===== src/rtl/alu_sequencer_if.sv =====
// alu_sequencer_if: command, ALU and response signals of the sequencer; master = environment side (drives cmd_*, alu_result, rsp_ready), slave = sequencer side
interface alu_sequencer_if #(parameter int DATA_WIDTH = 8);
  logic                  cmd_valid;
  logic                  cmd_ready;
  logic [3:0]            cmd_opcode;
  logic [DATA_WIDTH-1:0] cmd_a;
  logic [DATA_WIDTH-1:0] cmd_b;
  logic [DATA_WIDTH-1:0] alu_operand_a;
  logic [DATA_WIDTH-1:0] alu_operand_b;
  logic [3:0]            alu_opcode;
  logic [DATA_WIDTH-1:0] alu_result;
  logic                  rsp_valid;
  logic                  rsp_ready;
  logic [DATA_WIDTH-1:0] rsp_result;
  logic                  rsp_error;
  logic                  busy;
  modport master (
    output cmd_valid, cmd_opcode, cmd_a, cmd_b, alu_result, rsp_ready,
    input  cmd_ready, alu_operand_a, alu_operand_b, alu_opcode, rsp_valid, rsp_result, rsp_error, busy
  );
  modport slave (
    input  cmd_valid, cmd_opcode, cmd_a, cmd_b, alu_result, rsp_ready,
    output cmd_ready, alu_operand_a, alu_operand_b, alu_opcode, rsp_valid, rsp_result, rsp_error, busy
  );
endinterface


===== src/rtl/alu_sequencer.sv =====
// alu_sequencer: queues commands in a FIFO, issues them in order to an external registered ALU and returns one response each; ports clk, rst_n (async active-low), bus (alu_sequencer_if.slave)
module alu_sequencer #(
  parameter int DATA_WIDTH = 8,
  parameter int FIFO_DEPTH = 4
) (
  input logic             clk,
  input logic             rst_n,
  alu_sequencer_if.slave  bus
);
  localparam int AW = $clog2(FIFO_DEPTH);
  typedef enum logic [1:0] {IDLE, ISSUE, WAIT, HOLD} state_t;
  state_t                state, state_d;
  logic [AW-1:0]         wr_ptr, rd_ptr;
  logic [AW:0]           count;
  logic [3:0]            op_mem [FIFO_DEPTH];
  logic [DATA_WIDTH-1:0] a_mem  [FIFO_DEPTH];
  logic [DATA_WIDTH-1:0] b_mem  [FIFO_DEPTH];
  logic                  push, pop, legal;
  assign bus.cmd_ready = count < (AW+1)'(FIFO_DEPTH);
  assign bus.busy      = state != IDLE || count != '0;
  assign push          = bus.cmd_valid && bus.cmd_ready;
  assign legal         = bus.alu_opcode[3:1] == 3'b000;
  always_comb begin
    pop     = (state == IDLE || (state == HOLD && bus.rsp_valid && bus.rsp_ready)) && count != '0;
    state_d = state == ISSUE ? WAIT :
              state == WAIT  ? HOLD :
              pop            ? ISSUE :
              (state == HOLD && bus.rsp_ready) ? IDLE : state;
  end
  always_ff @(posedge clk)
    if (push) begin
      op_mem[wr_ptr] <= bus.cmd_opcode;
      a_mem[wr_ptr]  <= bus.cmd_a;
      b_mem[wr_ptr]  <= bus.cmd_b;
    end
  always_ff @(posedge clk or negedge rst_n)
    if (!rst_n) begin
      state             <= IDLE;
      wr_ptr            <= '0;
      rd_ptr            <= '0;
      count             <= '0;
      bus.alu_opcode    <= '0;
      bus.alu_operand_a <= '0;
      bus.alu_operand_b <= '0;
      bus.rsp_valid     <= 1'b0;
      bus.rsp_result    <= '0;
      bus.rsp_error     <= 1'b0;
    end else begin
      state <= state_d;
      count <= count + (AW+1)'(push) - (AW+1)'(pop);
      if (push) wr_ptr <= wr_ptr + AW'(1);
      if (pop) begin
        rd_ptr            <= rd_ptr + AW'(1);
        bus.alu_opcode    <= op_mem[rd_ptr];
        bus.alu_operand_a <= a_mem[rd_ptr];
        bus.alu_operand_b <= b_mem[rd_ptr];
      end
      if (state == WAIT) begin
        bus.rsp_valid  <= 1'b1;
        bus.rsp_result <= legal ? bus.alu_result : '0;
        bus.rsp_error  <= !legal;
      end else if (state == HOLD && bus.rsp_ready)
        bus.rsp_valid <= 1'b0;
    end
endmodule


===== src/flat_wrapper.sv =====
// flat-port wrapper written by rule: the top's interface ports become plain ports
module alu_sequencer_flat 
#(
  parameter int DATA_WIDTH = 8,
  parameter int FIFO_DEPTH = 4
)
  (clk, rst_n, bus_cmd_valid, bus_cmd_opcode, bus_cmd_a, bus_cmd_b, bus_alu_result, bus_rsp_ready, bus_cmd_ready, bus_alu_operand_a, bus_alu_operand_b, bus_alu_opcode, bus_rsp_valid, bus_rsp_result, bus_rsp_error, bus_busy);
  alu_sequencer_if #(.DATA_WIDTH(DATA_WIDTH)) bus_i ();
  input logic clk;
  input logic rst_n;
  input wire logic [$bits(bus_i.cmd_valid)-1:0] bus_cmd_valid;
  input wire logic [$bits(bus_i.cmd_opcode)-1:0] bus_cmd_opcode;
  input wire logic [$bits(bus_i.cmd_a)-1:0] bus_cmd_a;
  input wire logic [$bits(bus_i.cmd_b)-1:0] bus_cmd_b;
  input wire logic [$bits(bus_i.alu_result)-1:0] bus_alu_result;
  input wire logic [$bits(bus_i.rsp_ready)-1:0] bus_rsp_ready;
  output wire logic [$bits(bus_i.cmd_ready)-1:0] bus_cmd_ready;
  output wire logic [$bits(bus_i.alu_operand_a)-1:0] bus_alu_operand_a;
  output wire logic [$bits(bus_i.alu_operand_b)-1:0] bus_alu_operand_b;
  output wire logic [$bits(bus_i.alu_opcode)-1:0] bus_alu_opcode;
  output wire logic [$bits(bus_i.rsp_valid)-1:0] bus_rsp_valid;
  output wire logic [$bits(bus_i.rsp_result)-1:0] bus_rsp_result;
  output wire logic [$bits(bus_i.rsp_error)-1:0] bus_rsp_error;
  output wire logic [$bits(bus_i.busy)-1:0] bus_busy;
  assign bus_i.cmd_valid = bus_cmd_valid;
  assign bus_i.cmd_opcode = bus_cmd_opcode;
  assign bus_i.cmd_a = bus_cmd_a;
  assign bus_i.cmd_b = bus_cmd_b;
  assign bus_i.alu_result = bus_alu_result;
  assign bus_i.rsp_ready = bus_rsp_ready;
  assign bus_cmd_ready = bus_i.cmd_ready;
  assign bus_alu_operand_a = bus_i.alu_operand_a;
  assign bus_alu_operand_b = bus_i.alu_operand_b;
  assign bus_alu_opcode = bus_i.alu_opcode;
  assign bus_rsp_valid = bus_i.rsp_valid;
  assign bus_rsp_result = bus_i.rsp_result;
  assign bus_rsp_error = bus_i.rsp_error;
  assign bus_busy = bus_i.busy;
  alu_sequencer #(.DATA_WIDTH(DATA_WIDTH), .FIFO_DEPTH(FIFO_DEPTH)) u_core (.clk(clk), .rst_n(rst_n), .bus(bus_i));
endmodule

===== config.mk =====
export PLATFORM = sky130hd
export DESIGN_NAME = alu_sequencer_flat
export DESIGN_NICKNAME = d
export VERILOG_FILES = /design/src/rtl/alu_sequencer_if.sv /design/src/rtl/alu_sequencer.sv /design/src/flat_wrapper.sv
export SDC_FILE = /design/constraint.sdc
export NUM_CORES = 1
export LEC_CHECK = 0
export ABC_AREA = 1
export CAP_MARGIN = 20
export CORE_MARGIN = 8
export CORE_UTILIZATION = 50
export DETAILED_ROUTE_END_ITERATION = 10
export PLACE_DENSITY = 0.7
export SLEW_MARGIN = 0
export SYNTH_ARGS = -nofsm -noshare
export SYNTH_HDL_FRONTEND = slang
export SYNTH_SLANG_ARGS = --single-unit

===== constraint.sdc =====
create_clock -name clk -period 2.7 [get_ports clk]
set_input_delay 0.54 -clock clk [delete_from_list [all_inputs] [get_ports clk]]
set_output_delay 0.54 -clock clk [all_outputs]
set_load 0.005 [all_outputs]

==> run summary <==
The run finished with clean final reports. Count of boundary I/O pins: 64. Internal power comes to 4.66 mW. The critical path goes through inv_1 > ha_1 > nand4_1 > clkdlybuf4s50_1. Type of element launching the critical path: a flip-flop.

The worst register-to-register path ends at u_core.count[2]$_DFF_PN0_. The fraction of power spent switching nets was 0.339; the number of gates given a new drive strength after cts was 0. The mean cell area of the mapped netlist was 10.1 um^2. For the number of pins exceeding their max-slew limit in the final report, the log shows 0. The run gives 0.00124 mm^2 as the total area of multi-input combinational cells. Data on the critical path is required at its endpoint by 2160 ps. VDD sags by at most 0.000490 V. The final number of hold-violating endpoints is 0, and the sum of negative setup slack is 0 ps. The shortest period the worst path allows is 2330 ps. The effective utilization at floorplan was 0.508; the largest stage delay on the critical path was 500 ps.

In this run the worst path has a maximum fanout of 4. CTS built an H-tree with a depth of 4. For the yosys synthesis warning count, the log shows 0.

For the netlist area before placement, the log shows 0.00515 mm^2. By area the synthesized netlist is led by sky130_fd_sc_hd__edfxtp_1 (47%), sky130_fd_sc_hd__dfrtp_1 (19%), sky130_fd_sc_hd__nand2_1 (15%). TritonCTS built the clock tree. The clock transition at the registers of the reported paths is 50 ps, and the initial antenna violation count is 0.

The logs give 429 MHz for the achievable clock frequency and 6.18 mm for the half-perimeter wire length of the detailed placement result. The critical path start-end classification was reg2out. The post-route clock period utilization was 0.863; the portion of synthesized cell area occupied by the leading cell type was 0.467. The number of buffers created by CTS is 17. In this run, distinct cell masters in the synthesized netlist total 20. At the end of routability-driven placement, the weighted congestion stood at 0.747. Clock tree synthesis selected as its root buffer the cell sky130_fd_sc_hd__clkbuf_8. The tools report the worst hold margin as 171 ps. The area used by sequential logic in the layout is 0.00338 mm^2, and the detailed-route via count is 3,422. The routed length per placed instance came out at 13.8 um. The total wire length after detailed routing was 10.1 mm; the actual transition at the worst max-transition pin was 931 ps.

Buffers inserted to repair hold after CTS numbered 0. The core area was 0.0101 mm^2; the static leakage power was 3.01 nW. For the worst clock skew on the final layout, the log shows 5.03 ps. The overall routing resource usage was 0.157; the remaining global-route overflow was 0. STA classifies the critical path endpoint as a primary output. The run gives 0.345 as the proportion of power drawn by combinational gates. The worst register-to-register path begins at u_core.state[0]$_DFFE_PN0P_. The classification of the worst-slack hold path was in2async.

The die is 117 um wide. The number of DRC violations after detailed-routing iteration 0 was 167. The design draws 7.05 mW. The floorplan die height is 117 um, and the maximum clock path buffer count is 2. In this run the post-CTS setup repair buffer count came out at 0.

The tools report the net count of the mapped netlist as 554. The number of global-route vias before repair was 3,568; the number of remaining DRC errors was 0. For this run, the detailed router's first-pass iteration total came to 4. For flop-to-flop paths, the worst setup slack is 490 ps. The tool flagged a number of max-cap violations equal to 0. The worst relative slew slack came out at 0.379.

In the routed layout, each cell is associated on average with a via count of 4.67. The cell type of the slowest stage on the worst timing path is sky130_fd_sc_hd__clkdlybuf4s50_1. The areal power density over the cells works out to 1110 mW/mm^2. The count of mapped cells out of synthesis is 511, and the number of filler instances in the final layout is 822. CTS saw 119 sinks. The synthesized design contains 119 register bits. The maximum number of pins on one net before global-route repair is 42, and the global-route wire length before repair is 17.3 mm.

For the arrival time at the worst endpoint, the log shows 1790 ps. For the final-report setup violation count, the log shows 0. For the count of nets after finishing, the log shows 626. The part of the total power dissipated in sequential elements is 0.380. Fraction of final layout cells sized beyond drive strength 1: 0.0738.

The floorplan has 37 rows. Once detail routing completed, the nets flagged for antenna violations numbered 0. The tools report the clock network fraction of total power as 0.275.

Clock latency on the worst-skew pair, taken at its later pin, is 510 ps. In this run the tool buffered the top-level ports with 63 buffer cells. The area growth from synthesis to layout is 23.8%. Counting cells, the worst reg-to-reg path comes to 13.

The number of buffers and inverters on the critical path is 2. 0 antenna diodes ended up in the layout. Setup repair after global routing left no endpoint under its margin.

For the part of the Yosys area used for sequential elements, the log shows 0.656. The largest total area in the synthesized netlist belongs to sky130_fd_sc_hd__edfxtp_1. The floorplan step defined a die boundary enclosing 0.0138 mm^2. In this design, the largest share of critical-path delay is due to buffers and inverters. In this run the power spent charging and discharging nets is 2.39 mW.
[cells by family (layout without fill, tap and decap cells)]
| family | after synthesis | in the layout | share of synthesized area |
|---|---|---|---|
| buffers and inverters | 120 | 205 | 0.104 |
| adders and majority gates | 11 | 11 | 0.0282 |
| DFF | 119 | 119 | 0.656 |
| AOI/OAI and AO/OA | 2 | 2 | 0.00194 |
| xor gates and xnor gates | 4 | 4 | 0.00681 |
| and+or+nand+nor | 255 | 255 | 0.203 |
[stage by stage]
stage	area (um^2)	setup WS, ps	utilization	instances
2_1_floorplan	5150	419	-	511
3_3_place_gp	5870	182	0.579	700
3_5_place_dp	5870	136	0.579	700
4_1_cts	6380	335	0.629	732
5_1_grt	6380	291	0.629	732
6_report	6380	371	0.629	732
[sequential cells by signal, summed over array words and instances (netlist names), 3 cells and up]
| signal | count |
|---|---|
| u_core.a_mem | 32 |
| u_core.b_mem | 32 |
| u_core.op_mem | 16 |
| u_core.bus.alu_operand_a | 8 |
| u_core.bus.alu_operand_b | 8 |
| u_core.count | 3 |
| u_core.bus.alu_opcode | 4 |
| u_core.bus.rsp_result | 8 |
[power by group through the flow]
stage | Combinational, mW | Clock, mW | Sequential [mW]
2_1_floorplan | 1.67 | 0 | 2.66
3_5_place_dp | 2.45 | 0 | 2.71
4_1_cts | 2.47 | 1.98 | 2.68
6_report | 2.44 | 1.94 | 2.68
3_3_place_gp | 2.36 | 0 | 2.69
5_1_grt | 2.79 | 2.06 | 2.73
[final cells by class]
| cell class | count | share of cell area |
|---|---|---|
| Clock buffer | 27 | 0.0724 |
| Clock inverter | 5 | 0.00765 |
| Inverter | 102 | 0.0608 |
| Multi-Input combinational cell | 272 | 0.195 |
| Sequential cell | 119 | 0.530 |
| Tap cell | 136 | 0.0267 |
| Timing Repair Buffer | 71 | 0.108 |
[cell usage in the layout (no fill, tap or decap)]
master | netlist | routed
sky130_fd_sc_hd__dfrtp_1 | 39 | 39
sky130_fd_sc_hd__bufinv_16 | 0 | 1
sky130_fd_sc_hd__inv_1 | 96 | 96
sky130_fd_sc_hd__clkinv_2 | 0 | 3
sky130_fd_sc_hd__inv_2 | 4 | 4
sky130_fd_sc_hd__fa_1 | 1 | 1
sky130_fd_sc_hd__clkbuf_8 | 0 | 2
sky130_fd_sc_hd__edfxtp_1 | 80 | 80
sky130_fd_sc_hd__nor3b_4 | 1 | 1
sky130_fd_sc_hd__nand2_1 | 200 | 200
sky130_fd_sc_hd__clkdlybuf4s50_1 | 0 | 62
sky130_fd_sc_hd__xnor2_1 | 2 | 2
sky130_fd_sc_hd__xor2_1 | 2 | 2
sky130_fd_sc_hd__clkinv_1 | 0 | 1
sky130_fd_sc_hd__clkbuf_16 | 0 | 16
sky130_fd_sc_hd__ha_1 | 10 | 10
sky130_fd_sc_hd__nand3_2 | 1 | 1
sky130_fd_sc_hd__inv_4 | 2 | 2
sky130_fd_sc_hd__nand2_4 | 1 | 1
sky130_fd_sc_hd__buf_4 | 6 | 8
sky130_fd_sc_hd__nand3_1 | 44 | 44
sky130_fd_sc_hd__nor2_2 | 0 | 4
sky130_fd_sc_hd__buf_2 | 5 | 1
sky130_fd_sc_hd__clkbuf_1 | 0 | 9
sky130_fd_sc_hd__nor2_1 | 7 | 3
sky130_fd_sc_hd__nand4_1 | 1 | 1
sky130_fd_sc_hd__o21ai_0 | 2 | 2
[metal layers]
| metal | track usage | routed length, um | vias up |
|---|---|---|---|
| met5 | 0 | 0 | - |
| met4 | 0.0857 | 221 | 0 |
| met3 | 0.0417 | 599 | 16 |
| met2 | 0.260 | 4980 | 105 |
| met1 | 0.184 | 4280 | 1587 |
| li1 | - | - | 1714 |
[how the worst max path moves through the flow]
| stage | startpoint | to | slack, ps | depth (start not counted) |
|---|---|---|---|---|
| floorplan | u_core.state[0]$_DFFE_PN0P_ | u_core.count[2]$_DFF_PN0_ | 420 | 14 |
| global placement | bus_rsp_ready | u_core.count[2]$_DFF_PN0_ | 180 | 12 |
| detailed placement | bus_rsp_ready | u_core.count[2]$_DFF_PN0_ | 140 | 12 |
| CTS | u_core.state[0]$_DFFE_PN0P_ | bus_busy | 330 | 4 |
| global route | u_core.state[0]$_DFFE_PN0P_ | bus_busy | 290 | 4 |
| finish | u_core.state[0]$_DFFE_PN0P_ | bus_busy | 370 | 4 |
[cell usage after synthesis]
cell type                  instances
sky130_fd_sc_hd__xnor2_1           2
sky130_fd_sc_hd__xor2_1            2
sky130_fd_sc_hd__nand3_1          44
sky130_fd_sc_hd__o21ai_0           2
sky130_fd_sc_hd__buf_6             7
sky130_fd_sc_hd__inv_2             4
sky130_fd_sc_hd__nor2_1            7
sky130_fd_sc_hd__nor3b_4           1
sky130_fd_sc_hd__ha_1             10
sky130_fd_sc_hd__nand2_4           1
sky130_fd_sc_hd__nand3_2           1
sky130_fd_sc_hd__dfrtp_1          39
sky130_fd_sc_hd__buf_2             5
sky130_fd_sc_hd__inv_1            96
sky130_fd_sc_hd__nand2_1         200
sky130_fd_sc_hd__fa_1              1
sky130_fd_sc_hd__nand4_1           1
sky130_fd_sc_hd__buf_4             6
sky130_fd_sc_hd__edfxtp_1         80
sky130_fd_sc_hd__inv_4             2
Note: power is estimated with default switching activity, not from simulation.
==> patch 1, RTL diff (same flow settings) <==
Re-encode `state_t` (4 states) as one-hot, 4 bits wide.
--- a/src/rtl/alu_sequencer.sv
+++ b/src/rtl/alu_sequencer.sv
@@ -9,5 +9,5 @@
 );
   localparam int AW = $clog2(FIFO_DEPTH);
-  typedef enum logic [1:0] {IDLE, ISSUE, WAIT, HOLD} state_t;
+  typedef enum logic [3:0] {IDLE = 4'b0001, ISSUE = 4'b0010, WAIT = 4'b0100, HOLD = 4'b1000} state_t;
   state_t                state, state_d;
   logic [AW-1:0]         wr_ptr, rd_ptr;
Check against the original RTL: same outputs for any inputs over 10 cycles, from zero or initial values and one cycle with rst_n low; not proved beyond that.
==> patch 1 against the unedited design <==
Worst setup slack worse by 180 ps; routed wire length shrank 1.7%; critical endpoint unchanged; largest cell class unchanged; synthesized area shrank 6.7%; cell area decreased by 2.9%; highest routed layer unchanged; register-to-register slack better by 70 ps; critical path type unchanged; sequential cell count grew 2; utilization rose by 3.8 points.
Power is not compared: it rests on default switching activity, and its combinational part moved more than twofold at a synthesized area within 25%.
==> patch 1: results (changes against the unedited design) <==
stage	metric	value	unit	change
clock_tree	H-tree depth	4		unchanged
sta	max_slew headroom	49.0	%	+11 points
logic_synthesis	post-synthesis adder-cell area fraction	1.98	%	-0.84 points
worst_setup_path	Worst path max stage delay	450	ps	-50 ps
logic_synthesis	synth top area cells	edfxtp_1 50%, dfrtp_1 21%, nand2_1 7.3%		
clock_tree	clock slew at reported path FFs	60	ps	
final_layout	Layout Nets	533		-15%
sta	worst hold margin	449	ps	+279 ps
placed_design	area of placed instances	0.00556	mm2	-5.3%
placed_design	DP HPWL	5.93	mm	-4.1%
placed_design	placed instance count	602		-14%
route	DRT iter0 DRCs	274		+64%
clock_tree	CTS max path bufs	2		unchanged
clock_tree	Clock Latency Late Sink	510	ps	about the same
logic_synthesis	asr flop ratio synth	33.9	%	+1.1 points
global_route	initial antenna violation count	0		unchanged
final_layout	fin cells	636		-13%
clock_tree	post-CTS setup buffers	0		unchanged
worst_setup_path	r2r setup slk	560	ps	+70 ps
logic_synthesis	ys flop type	edfxtp_1		
worst_hold_path	Hold Crit Class	in -> async		
global_route	Total Routing Usage GR	16.4	%	+0.70 points
pwr	worst vdd ir	0.000361	V	
logic_synthesis	Synth Area in XOR/XNOR	0.730	%	+0.049 points
global_route	vias in the first global route	3241		-9.2%
route	DRC	0		unchanged
logic_synthesis	most frequent cells after synthesis	93 x nand2_1, 92 x nor2_1, 80 x edfxtp_1		
logic_synthesis	post-synthesis mux area share	0	%	unchanged
worst_setup_path	CP arrival	1970	ps	+180 ps
logic_synthesis	post-synthesis sequential area ratio	71.4	%	+5.8 points
worst_setup_path	Critical R2R Launch	u_core.state[0]$_DFFE_PN1P_		
logic_synthesis	Yosys cell types	28		+40%
route	Avg WL per Cell	15.6	um	+13%
logic_synthesis	Synth warnings	0		unchanged
worst_setup_path	worst-path fanout max	3		-1
global_route	first-pass GRT wire length	16.4	mm	-5.3%
route	vias per cell	5.00		+6.9%
pwr	Leak	2.53	nW	
sta	crit share post-route	92.8	%	+6.5 points
clock_tree	CTS Root Cell	clkbuf_8		
final_layout	largest registers	u_core.a_mem x32, u_core.b_mem x32, u_core.op_mem x16		
final_layout	layout cells sized above 1	10.7	%	+3.3 points
logic_synthesis	syn_area_per_cell	11.4	um2	+13%
placed_design	Final Wtd Congestion	0.749		+0.33%
worst_setup_path	FF-to-FF path depth	11		-2
sta	Final Skew	12.9	ps	+7.85 ps
logic_synthesis	Post-synth EDFFs	80		unchanged
status	status	completed		
final_layout	# diodes	0		unchanged
global_route	largest net degree at the start of global routing	42		unchanged
worst_setup_path	CP top delay family	buffers and inverters		
logic_synthesis	post-synthesis compound-gate area fraction	6.04	%	+5.9 points
logic_synthesis	syn nets	459		-17%
placed_design	pre-CTS setup slack	162	ps	+26.0 ps
[patch 1: cell count changes after synthesis, sizes merged, moves of 4 or more]
cell	unedited run	this run
a22o	0	8
ha	10	6
inv	102	19
nor2	7	94
clkbuf	0	7
buf	18	11
o21ai	2	43
nand3	45	6
nand2	201	95
[patch 1: layout make-up]
cell class,instances,area [um2]
well taps,129,161
inverters,20,77.6
fillers,680,3090
clock inverters,14,186
clock buffers,18,418
repair buffers,73,716
flip-flops and latches,121,3430
multi-input cells,261,1200
[patch 1: kinds of logic after synthesis]
family / after synthesis
flip-flops: 121
AND/OR/NAND/NOR: 198
adder cells (fa/ha/maj): 7
XOR/XNOR: 4
AO/OA/AOI/OAI: 52
buffers and inverters: 38
[patch 1: routing by layer]
layer	track usage (%)	share of wire [%]	wire length, um
met1	19.8	42	4180
met2	26.9	51	5100
met3	4.70	5.5	549
met4	7.10	0.90	89
met5	0	0	0
[patch 1: worst max-delay path by stage]
stage                                           start                        end  cells after the start
final                       u_core.count[1]$_DFF_PN0_                   bus_busy                      4
after global routing        u_core.count[1]$_DFF_PN0_                   bus_busy                      4
after CTS                   u_core.count[1]$_DFF_PN0_                   bus_busy                      4
after detailed placement                bus_rsp_ready  u_core.count[2]$_DFF_PN0_                     11
after global placement                  bus_rsp_ready  u_core.count[2]$_DFF_PN0_                     11
after floorplan           u_core.state[0]$_DFFE_PN1P_  u_core.count[2]$_DFF_PN0_                     12
[patch 1: repair_timing]
action / in CTS / in global routing
gates resized for setup: 0 / 0
hold buffers: 0 / 1
setup endpoints to repair: 0 / 0
endpoints found under the hold margin: 0 / 11
[patch 1: where the power goes]
part	switching [mW]	internal, mW	total, mW
clock network	0.850	1.43	2.28
registers	0	1.98	1.98
logic	0.0306	0.0426	0.0732
total	0.881	3.45	4.34
==> patch 2, RTL diff (same settings) <==
Without the edit above. `FIFO_DEPTH` is set to 4 in 2 places; all go to 8.
--- a/src/rtl/alu_sequencer.sv
+++ b/src/rtl/alu_sequencer.sv
@@ -2,5 +2,5 @@
 module alu_sequencer #(
   parameter int DATA_WIDTH = 8,
-  parameter int FIFO_DEPTH = 4
+  parameter int FIFO_DEPTH = 8
 ) (
   input logic             clk,
--- a/src/flat_wrapper.sv
+++ b/src/flat_wrapper.sv
@@ -3,5 +3,5 @@
 #(
   parameter int DATA_WIDTH = 8,
-  parameter int FIFO_DEPTH = 4
+  parameter int FIFO_DEPTH = 8
 )
   (clk, rst_n, bus_cmd_valid, bus_cmd_opcode, bus_cmd_a, bus_cmd_b, bus_alu_result, bus_rsp_ready, bus_cmd_ready, bus_alu_operand_a, bus_alu_operand_b, bus_alu_opcode, bus_rsp_valid, bus_rsp_result, bus_rsp_error, bus_busy);
Formal check against the unedited RTL: not equivalent (a bounded check fails within 10 cycles, from zero or initial values and one cycle with rst_n low).
==> patch 2 against the unedited design <==
Synthesized cell count rose by 60%; cell area rose by 59%; critical endpoint unchanged; sequential cell count rose by 83; worst hold slack got worse by 91 ps; highest routed layer unchanged; largest power group unchanged; utilization fell by 3.4 points; clock skew rose by 4.3 ps; synthesized area rose by 67%; sequential power rose by 56%; worst setup slack improved by 30 ps; routed wire length rose by 73%; non-clock buffer count rose by 15; clock power rose by 36%; total power rose by 49%.
==> patch 2: results (changes against the unedited design) <==
stage	metric	value	unit	change
status	status	completed		
pwr	worst vdd ir	0.000524	V	+6.8%
route	DRT iter0 DRCs	400		+140%
worst_setup_path	worst-path fanout max	4		unchanged
logic_synthesis	syn_area_per_cell	10.5	um2	+4.0%
logic_synthesis	syn nets	863		+56%
logic_synthesis	post-synthesis sequential area ratio	68.2	%	+2.6 points
final_layout	fin cells	1134		+55%
sta	Final Skew	9.31	ps	+4.28 ps
route	Avg WL per Cell	15.4	um	+12%
clock_tree	CTS Root Cell	clkbuf_16		
logic_synthesis	Yosys cell types	24		+20%
logic_synthesis	most frequent cells after synthesis	280 x nand2_1, 160 x edfxtp_1, 136 x inv_1		
clock_tree	CTS max path bufs	3		+1
route	1st-pass router iterations	5		+1
final_layout	layout cells sized above 1	7.48	%	+0.098 points
clock_tree	Num CTS Buffers	21		+4
placed_design	DP HPWL	10.3	mm	+67%
final_layout	Layout Nets	938		+50%
global_route	vias in the first global route	5451		+53%
worst_setup_path	CP arrival	1760	ps	-30 ps
clock_tree	post-CTS setup buffers	0		unchanged
route	vias per cell	4.90		+4.9%
worst_setup_path	Slowest cell on crit path	clkdlybuf4s50_1		
sta	worst slew pin tran	683	ps	-248 ps
logic_synthesis	asr flop ratio synth	20.8	%	-12 points
clock_tree	H-tree depth	1		-3
final_layout	largest registers	u_core.a_mem x64, u_core.b_mem x64, u_core.op_mem x32		
global_route	largest net degree at the start of global routing	82		+95%
placed_design	Final Wtd Congestion	0.767		+2.7%
global_route	first-pass GRT wire length	28.0	mm	+62%
global_route	Total Routing Usage GR	16.2	%	+0.44 points
patch 2: metal layers:
layer  global-route usage (%)  share of wire (%)  up-vias
li1                         -                  -     2768
met1                     20.3                 43     2629
met2                     28.1                 50      140
met3                     2.77                5.2       24
met4                     4.95                1.9        0
met5                        0                  0        -
patch 2: final timing paths:
path	endpoint	slack [ps]	cells past startpoint
hold reg to reg	u_core.bus.alu_operand_a[7]$_DFFE_PN0P_	480	2
setup reg to reg	u_core.count[2]$_DFF_PN0_	570	10
max in group asynchronous	u_core.bus.alu_operand_a[0]$_DFFE_PN0P_	2000	2
min in group clk	u_core.bus.alu_operand_a[7]$_DFFE_PN0P_	480	2
setup / recovery	bus_busy	400	4
hold / removal	u_core.bus.alu_operand_b[1]$_DFFE_PN0P_	80	1
patch 2: cell type report:
type / instances / area share [%]
repair buffers: 86 / 8.23
inverters: 139 / 5.16
clock inverters: 7 / 0.382
flip-flops and latches: 202 / 57.7
multi-input cells: 444 / 19.9
well taps: 225 / 2.77
clock buffers: 31 / 5.84
patch 2: cell families after synthesis:
logic type	share of synthesized area (%)
AND/OR/NAND/NOR	20.4
flip-flops	68.2
buffers and inverters	8.44
adder cells (fa/ha/maj)	1.84
AO/OA/AOI/OAI	0.539
XOR/XNOR	0.510
patch 2: worst register-to-register path, cell delays in order, from the launching register on:
cell      delay (ps)
dfrtp_1          390
inv_1             80
ha_1             200
o21bai_2         190
nand2_2           70
inv_2             40
ha_1             260
inv_1             40
ha_1             200
fa_1             380
xor2_1           150
patch 2: report_power, final:
group	internal, mW	total [mW]	switching (mW)
clock	1.52	2.64	1.11
sequential	3.93	4.18	0.249
combinational	1.41	3.70	2.29
patch 2: stage by stage:
step / area, um2 / worst slack [ps]
3_3_place_gp: 9520 / 329
6_report: 10200 / 400
4_1_cts: 10200 / 369
5_1_grt: 10200 / 300
3_5_place_dp: 9520 / 305
2_1_floorplan: 8580 / 450
